`config.mk`:
```
export PLATFORM = sky130hd
export DESIGN_NAME = uart_rx
export DESIGN_NICKNAME = d
export VERILOG_FILES = /design/src/rtl/uart_pkg.sv /design/src/rtl/uart_baud_tick.sv /design/src/rtl/uart_rx.sv
export SDC_FILE = /design/constraint.sdc
export NUM_CORES = 1
export LEC_CHECK = 0
export ABC_CLOCK_PERIOD_IN_PS = 4100
export CORE_MARGIN = 2
export CORE_UTILIZATION = 41
export CTS_CLUSTER_DIAMETER = 30
export DETAILED_ROUTE_END_ITERATION = 7
export PLACE_DENSITY = 0.7
export REMOVE_ABC_BUFFERS = 1
export SYNTH_ARGS = -nofsm -noshare
export SYNTH_HDL_FRONTEND = slang
export SYNTH_SLANG_ARGS = --single-unit
```
`constraint.sdc`:
```
create_clock -name clk -period 4.1 [get_ports clk]
set_input_delay 0.82 -clock clk [delete_from_list [all_inputs] [get_ports clk]]
set_output_delay 0.82 -clock clk [all_outputs]
set_load 0.01 [all_outputs]
```
`src/rtl/uart_pkg.sv`:
```
// Shared UART types and line levels, used by the receiver and the planned transmitter.
package uart_pkg;

  typedef enum logic [2:0] {IDLE, START, DATA, PARITY, STOP} uart_rx_state_e;

  localparam logic UART_IDLE_LEVEL  = 1'b1;
  localparam logic UART_START_LEVEL = 1'b0;

endpackage

```
`src/rtl/uart_baud_tick.sv`:
```
// Oversample tick generator: one-clock pulse every CLK_DIV clocks.
module uart_baud_tick #(
  parameter int CLK_DIV = 4
) (
  input  logic clk,
  input  logic rst_n,
  output logic tick
);

  localparam int CW = (CLK_DIV > 1) ? $clog2(CLK_DIV) : 1;

  logic [CW-1:0] cnt;

  assign tick = (cnt == CW'(CLK_DIV - 1));

  always_ff @(posedge clk or negedge rst_n) begin
    if (!rst_n) begin
      cnt <= '0;
    end else if (tick) begin
      cnt <= '0;
    end else begin
      cnt <= cnt + 1'b1;
    end
  end

endmodule

```
`src/rtl/uart_rx.sv`:
```
// Oversampling UART receiver with valid/ready output and sticky overrun.
// Optional parity checking is enabled by defining UART_RX_PARITY_EN.
module uart_rx
  import uart_pkg::*;
#(
  parameter int CLK_DIV    = 4,
  parameter int OVERSAMPLE = 16,
  parameter int DATA_BITS  = 8,
  parameter int STOP_BITS  = 1,
  parameter int PARITY_ODD = 0
) (
  input  logic                 clk,
  input  logic                 rst_n,
  input  logic                 rx,
  output logic [DATA_BITS-1:0] rx_data,
  output logic                 rx_valid,
  input  logic                 rx_ready,
  output logic                 frame_err,
  output logic                 parity_err,
  output logic                 overrun
);

  localparam int SW = $clog2(OVERSAMPLE);
  localparam logic [SW-1:0] S_MID  = SW'(OVERSAMPLE / 2 - 1);
  localparam logic [SW-1:0] S_LAST = SW'(OVERSAMPLE - 1);

  if (CLK_DIV < 1 || OVERSAMPLE < 4 || (OVERSAMPLE % 2) != 0 || DATA_BITS < 5 ||
      DATA_BITS > 9 || STOP_BITS < 1 || STOP_BITS > 2 || PARITY_ODD < 0 || PARITY_ODD > 1)
  begin : g_bad_params
    $error("uart_rx: illegal parameter set");
  end

  logic                 rx_p0, rx_p1, rxs, prev_rxs, tick, done, ferr_q;
  logic [SW-1:0]        s_cnt;
  logic [3:0]           b_cnt;
  logic [DATA_BITS-1:0] shift;
  uart_rx_state_e       state;

`ifdef UART_RX_PARITY_EN
  logic perr_q;

  function automatic logic parity_bad(input logic [DATA_BITS-1:0] d, input logic p);
    return (^d ^ p) != 1'(PARITY_ODD);
  endfunction
`endif

  uart_baud_tick #(.CLK_DIV(CLK_DIV)) u_tick (
    .clk   (clk),
    .rst_n (rst_n),
    .tick  (tick)
  );

  // Synchronizer: rx -> rx_p0 -> rx_p1 (= rxs)
  always_ff @(posedge clk or negedge rst_n) begin
    if (!rst_n) begin
      rx_p0 <= UART_IDLE_LEVEL;
      rx_p1 <= UART_IDLE_LEVEL;
    end else begin
      rx_p0 <= rx;
      rx_p1 <= rx_p0;
    end
  end

  assign rxs = rx_p1;

  // Data shift register, LSB arrives first so samples enter at the MSB
  always_ff @(posedge clk) begin
    if (tick && state == DATA && s_cnt == S_LAST) begin
      shift <= {rxs, shift[DATA_BITS-1:1]};
    end
  end

  // Frame FSM, advances on oversample ticks only
  always_ff @(posedge clk or negedge rst_n) begin
    if (!rst_n) begin
      state    <= IDLE;
      s_cnt    <= '0;
      b_cnt    <= '0;
      prev_rxs <= UART_IDLE_LEVEL;
      ferr_q   <= 1'b0;
      done     <= 1'b0;
`ifdef UART_RX_PARITY_EN
      perr_q   <= 1'b0;
`endif
    end else begin
      done <= 1'b0;
      if (tick) begin
        prev_rxs <= rxs;
        case (state)
          IDLE: begin
            // Edge-triggered so a line held low (break) cannot re-arm
            if (prev_rxs == UART_IDLE_LEVEL && rxs == UART_START_LEVEL) begin
              s_cnt  <= '0;
              b_cnt  <= '0;
              ferr_q <= 1'b0;
`ifdef UART_RX_PARITY_EN
              perr_q <= 1'b0;
`endif
              state  <= START;
            end
          end
          START: begin
            if (s_cnt == S_MID) begin
              s_cnt <= '0;
              state <= (rxs == UART_START_LEVEL) ? DATA : IDLE;
            end else begin
              s_cnt <= s_cnt + 1'b1;
            end
          end
          DATA: begin
            if (s_cnt == S_LAST) begin
              s_cnt <= '0;
              if (b_cnt == 4'(DATA_BITS - 1)) begin
                b_cnt <= '0;
`ifdef UART_RX_PARITY_EN
                state <= PARITY;
`else
                state <= STOP;
`endif
              end else begin
                b_cnt <= b_cnt + 1'b1;
              end
            end else begin
              s_cnt <= s_cnt + 1'b1;
            end
          end
`ifdef UART_RX_PARITY_EN
          PARITY: begin
            if (s_cnt == S_LAST) begin
              s_cnt  <= '0;
              perr_q <= parity_bad(shift, rxs);
              state  <= STOP;
            end else begin
              s_cnt <= s_cnt + 1'b1;
            end
          end
`endif
          STOP: begin
            if (s_cnt == S_LAST) begin
              s_cnt <= '0;
              if (rxs != UART_IDLE_LEVEL) ferr_q <= 1'b1;
              if (b_cnt == 4'(STOP_BITS - 1)) begin
                b_cnt <= '0;
                done  <= 1'b1;
                state <= IDLE;
              end else begin
                b_cnt <= b_cnt + 1'b1;
              end
            end else begin
              s_cnt <= s_cnt + 1'b1;
            end
          end
          default: state <= IDLE;
        endcase
      end
    end
  end

  // Output holding register with valid/ready handshake
  always_ff @(posedge clk or negedge rst_n) begin
    if (!rst_n) begin
      rx_data   <= '0;
      rx_valid  <= 1'b0;
      frame_err <= 1'b0;
      overrun   <= 1'b0;
`ifdef UART_RX_PARITY_EN
      parity_err <= 1'b0;
`endif
    end else if (done) begin
      rx_data   <= shift;
      frame_err <= ferr_q;
      rx_valid  <= 1'b1;
`ifdef UART_RX_PARITY_EN
      parity_err <= perr_q;
`endif
      if (rx_valid && !rx_ready) overrun <= 1'b1;
    end else if (rx_valid && rx_ready) begin
      rx_valid <= 1'b0;
    end
  end

`ifndef UART_RX_PARITY_EN
  assign parity_err = 1'b0;
`endif

endmodule

```
==> run metrics <==
cells after synthesis 136; most common cell after layout, fill and taps aside dfrtp_1; Clock Sinks 37; share of cells above drive strength 1 0.190; yosys warns 0; Post-Route Setup TNS 0 ns; Tmin final 2.06 ns; clk slew on worst S/H paths 0.07 ns; root buf cell clkbuf_8; Final setup viols 0; EDFF count, synth 8; hold path depth 0; highest routed metal layer met4; Setup crit start kind flop; htree depth 2; slowest stage delay, CP 0.41 ns; GR Util All Layers 0.148; Clock Latency Late Sink 0.29 ns; Die X 68.4 um; worst path required time 4.27 ns; asr flop ratio synth 0.784; CTS tree done; Critical Path Slowest Stage Cell dfrtp_1; synth top area cells dfrtp_1, edfxtp_1, mux2_2; die area 4680 um2; Max Root-Sink Buffers 2; commonest non-fill, non-tap cells in the layout dfrtp_1, clkdlybuf4s50_1, mux2_2; Rows 23; r2r setup slk 2.04 ns; CP arrival 2.22 ns; DR vias/cell 5.62; crit path to state[2]$_DFFE_PN0P_; Avg Inst Size Synth 12.5 um2; ys flop type dfrtp_1; DRT Pass-1 Iters 4; Clock Skew 0.00757 ns; total CTS buffers 5; Worst Path Buf+Inv 1; die height 68.4 um; critical path fanouts, max 4; crit path launch b_cnt[0]$_DFFE_PN0P_; filler cell count 344; core area 4000 um2; met3 routed WL 151 um; Highest Clock Rate 0.486 GHz; Antenna Nets Post-Route 0; Placed Cells 195; number of distinct library cells after synthesis 51; RSZ-0062 raised after global routing no; vias in the first global route 1086; FF-to-FF path depth 6; Worst VDD drop 327 uV; Leak 0.820 nW; grt total ovfl 0; met1 wire length 1290 um; initial antenna violation count 0; crit-path leading delay family compound AO/OA/AOI/OAI gates; NumNets Final 160; area grow syn2layout 14.8%; metal2 WL 1360 um; global-route wire length before repair 4910 um; total routed wirelength 2880 um; routed len/inst 14.2 um; PD cells 447 nW/um2; drt drc 0; crit share post-route 0.502; final hold viol count 0; crit-path cells inv_1 -> ha_1 -> or3b_4 -> a32o_2 -> a211oi_4 -> mux2_1; via count 1141; Yosys top cell by area dfrtp_1; antenna diode count 0; Syn Std Cell Area 1700 um2; Crit path depth 6; number of I/O port buffers 14; Seq/Total Area, Yosys 0.570; Yosys top cell area share 0.383; worst slew pin tran 0.590 ns; largest net degree at the start of global routing 30; Setup Buffers After CTS 0; Slew Viols, Final 0; Hold-fix buffers, CTS 0; Hold WC Path Type reg -> reg; initial core utilization 0.425; crit path capture type flop; I/O pins 16; #FFs+latches synth 37; GPL Wtd Cong 0.835; reg-to-reg startpoint b_cnt[0]$_DFFE_PN0P_; HPWL Detailed 2080 um; Layout Cells excl Fill 203; # Max-Cap Violations 0; status completed; post-cts repair resize count 0; reg2reg end state[2]$_DFFE_PN0P_; Iteration-0 DRC Markers 57; worst rel slew slack 0.606; crit path kind reg -> reg
metal layers:
metal | up-vias | GRT usage
met5 | - | 0
met2 | 37 | 0.228
li1 | 534 | -
met1 | 562 | 0.172
met4 | 0 | 0.0925
met3 | 8 | 0.0592
layout make-up:
class / count / area, um2 / share of cell area
tap: 50 / 62.6 / 0.0321
multi-input combinational: 85 / 656 / 0.336
sequential: 37 / 970 / 0.497
clock buffer: 5 / 68.8 / 0.0353
clock inverter: 3 / 17.5 / 0.00897
timing repair buffer: 15 / 148 / 0.0756
inverter: 8 / 30.0 / 0.0154
metrics by stage:
step	total power (W)	cell area [um2]	util	worst slack, ns	hold WS, ns
4_1_cts	0.000882	1950	0.488	2.05	0.358
6_report	0.000872	1950	0.488	2.04	0.358
3_3_place_gp	0.000628	1870	0.466	2.11	0.348
2_1_floorplan	0.000587	1660	-	2.15	0.345
5_1_grt	0.000930	1950	0.488	1.90	0.365
3_5_place_dp	0.000637	1870	0.466	2.06	0.348
synthesized netlist by cell type, types with 3 or more instances:
cell / number
nand2_1: 8
ha_1: 4
mux2_2: 10
buf_4: 4
nand3_1: 8
o21ai_0: 3
dfrtp_1: 26
dfstp_2: 3
edfxtp_1: 8
inv_1: 8
nor2_1: 3
nor3b_1: 3
worst min path at each step:
| stage | start | endpoint | slack, ns |
|---|---|---|---|
| after detailed placement | rx_p0$_DFF_PN1_ | rx_p1$_DFF_PN1_ | 0.35 |
| final | rx_p0$_DFF_PN1_ | rx_p1$_DFF_PN1_ | 0.36 |
| after CTS | rx_p0$_DFF_PN1_ | rx_p1$_DFF_PN1_ | 0.36 |
| after floorplan | rx_p0$_DFF_PN1_ | rx_p1$_DFF_PN1_ | 0.35 |
| after global placement | rx_p0$_DFF_PN1_ | rx_p1$_DFF_PN1_ | 0.35 |
| after global routing | rx_p0$_DFF_PN1_ | rx_p1$_DFF_PN1_ | 0.37 |
kinds of logic after synthesis:
group | synth area share
XOR/XNOR | 0.00515
flip-flops | 0.570
AND/OR/NAND/NOR | 0.131
other | 0.00221
buffers and inverters | 0.0441
adder cells (fa/ha/maj) | 0.0353
AO/OA/AOI/OAI | 0.132
multiplexers | 0.0795
flip-flops by register name (all words and copies together) (netlist names), 2 cells and up:
signal	count
b_cnt	4
rx_data	8
shift	8
s_cnt	4
state	3
u_tick.cnt	2
where the power goes:
| group | internal (W) | total (W) | switching, W | leakage (nW) |
|---|---|---|---|---|
| clock | 0.000117 | 0.000242 | 0.000125 | 0.0455 |
| combinational | 0.0000763 | 0.000175 | 0.0000985 | 0.316 |
| sequential | 0.000402 | 0.000456 | 0.0000539 | 0.458 |
| total | 0.000595 | 0.000872 | 0.000277 | 0.820 |
Note: power is estimated with default switching activity, not from simulation.
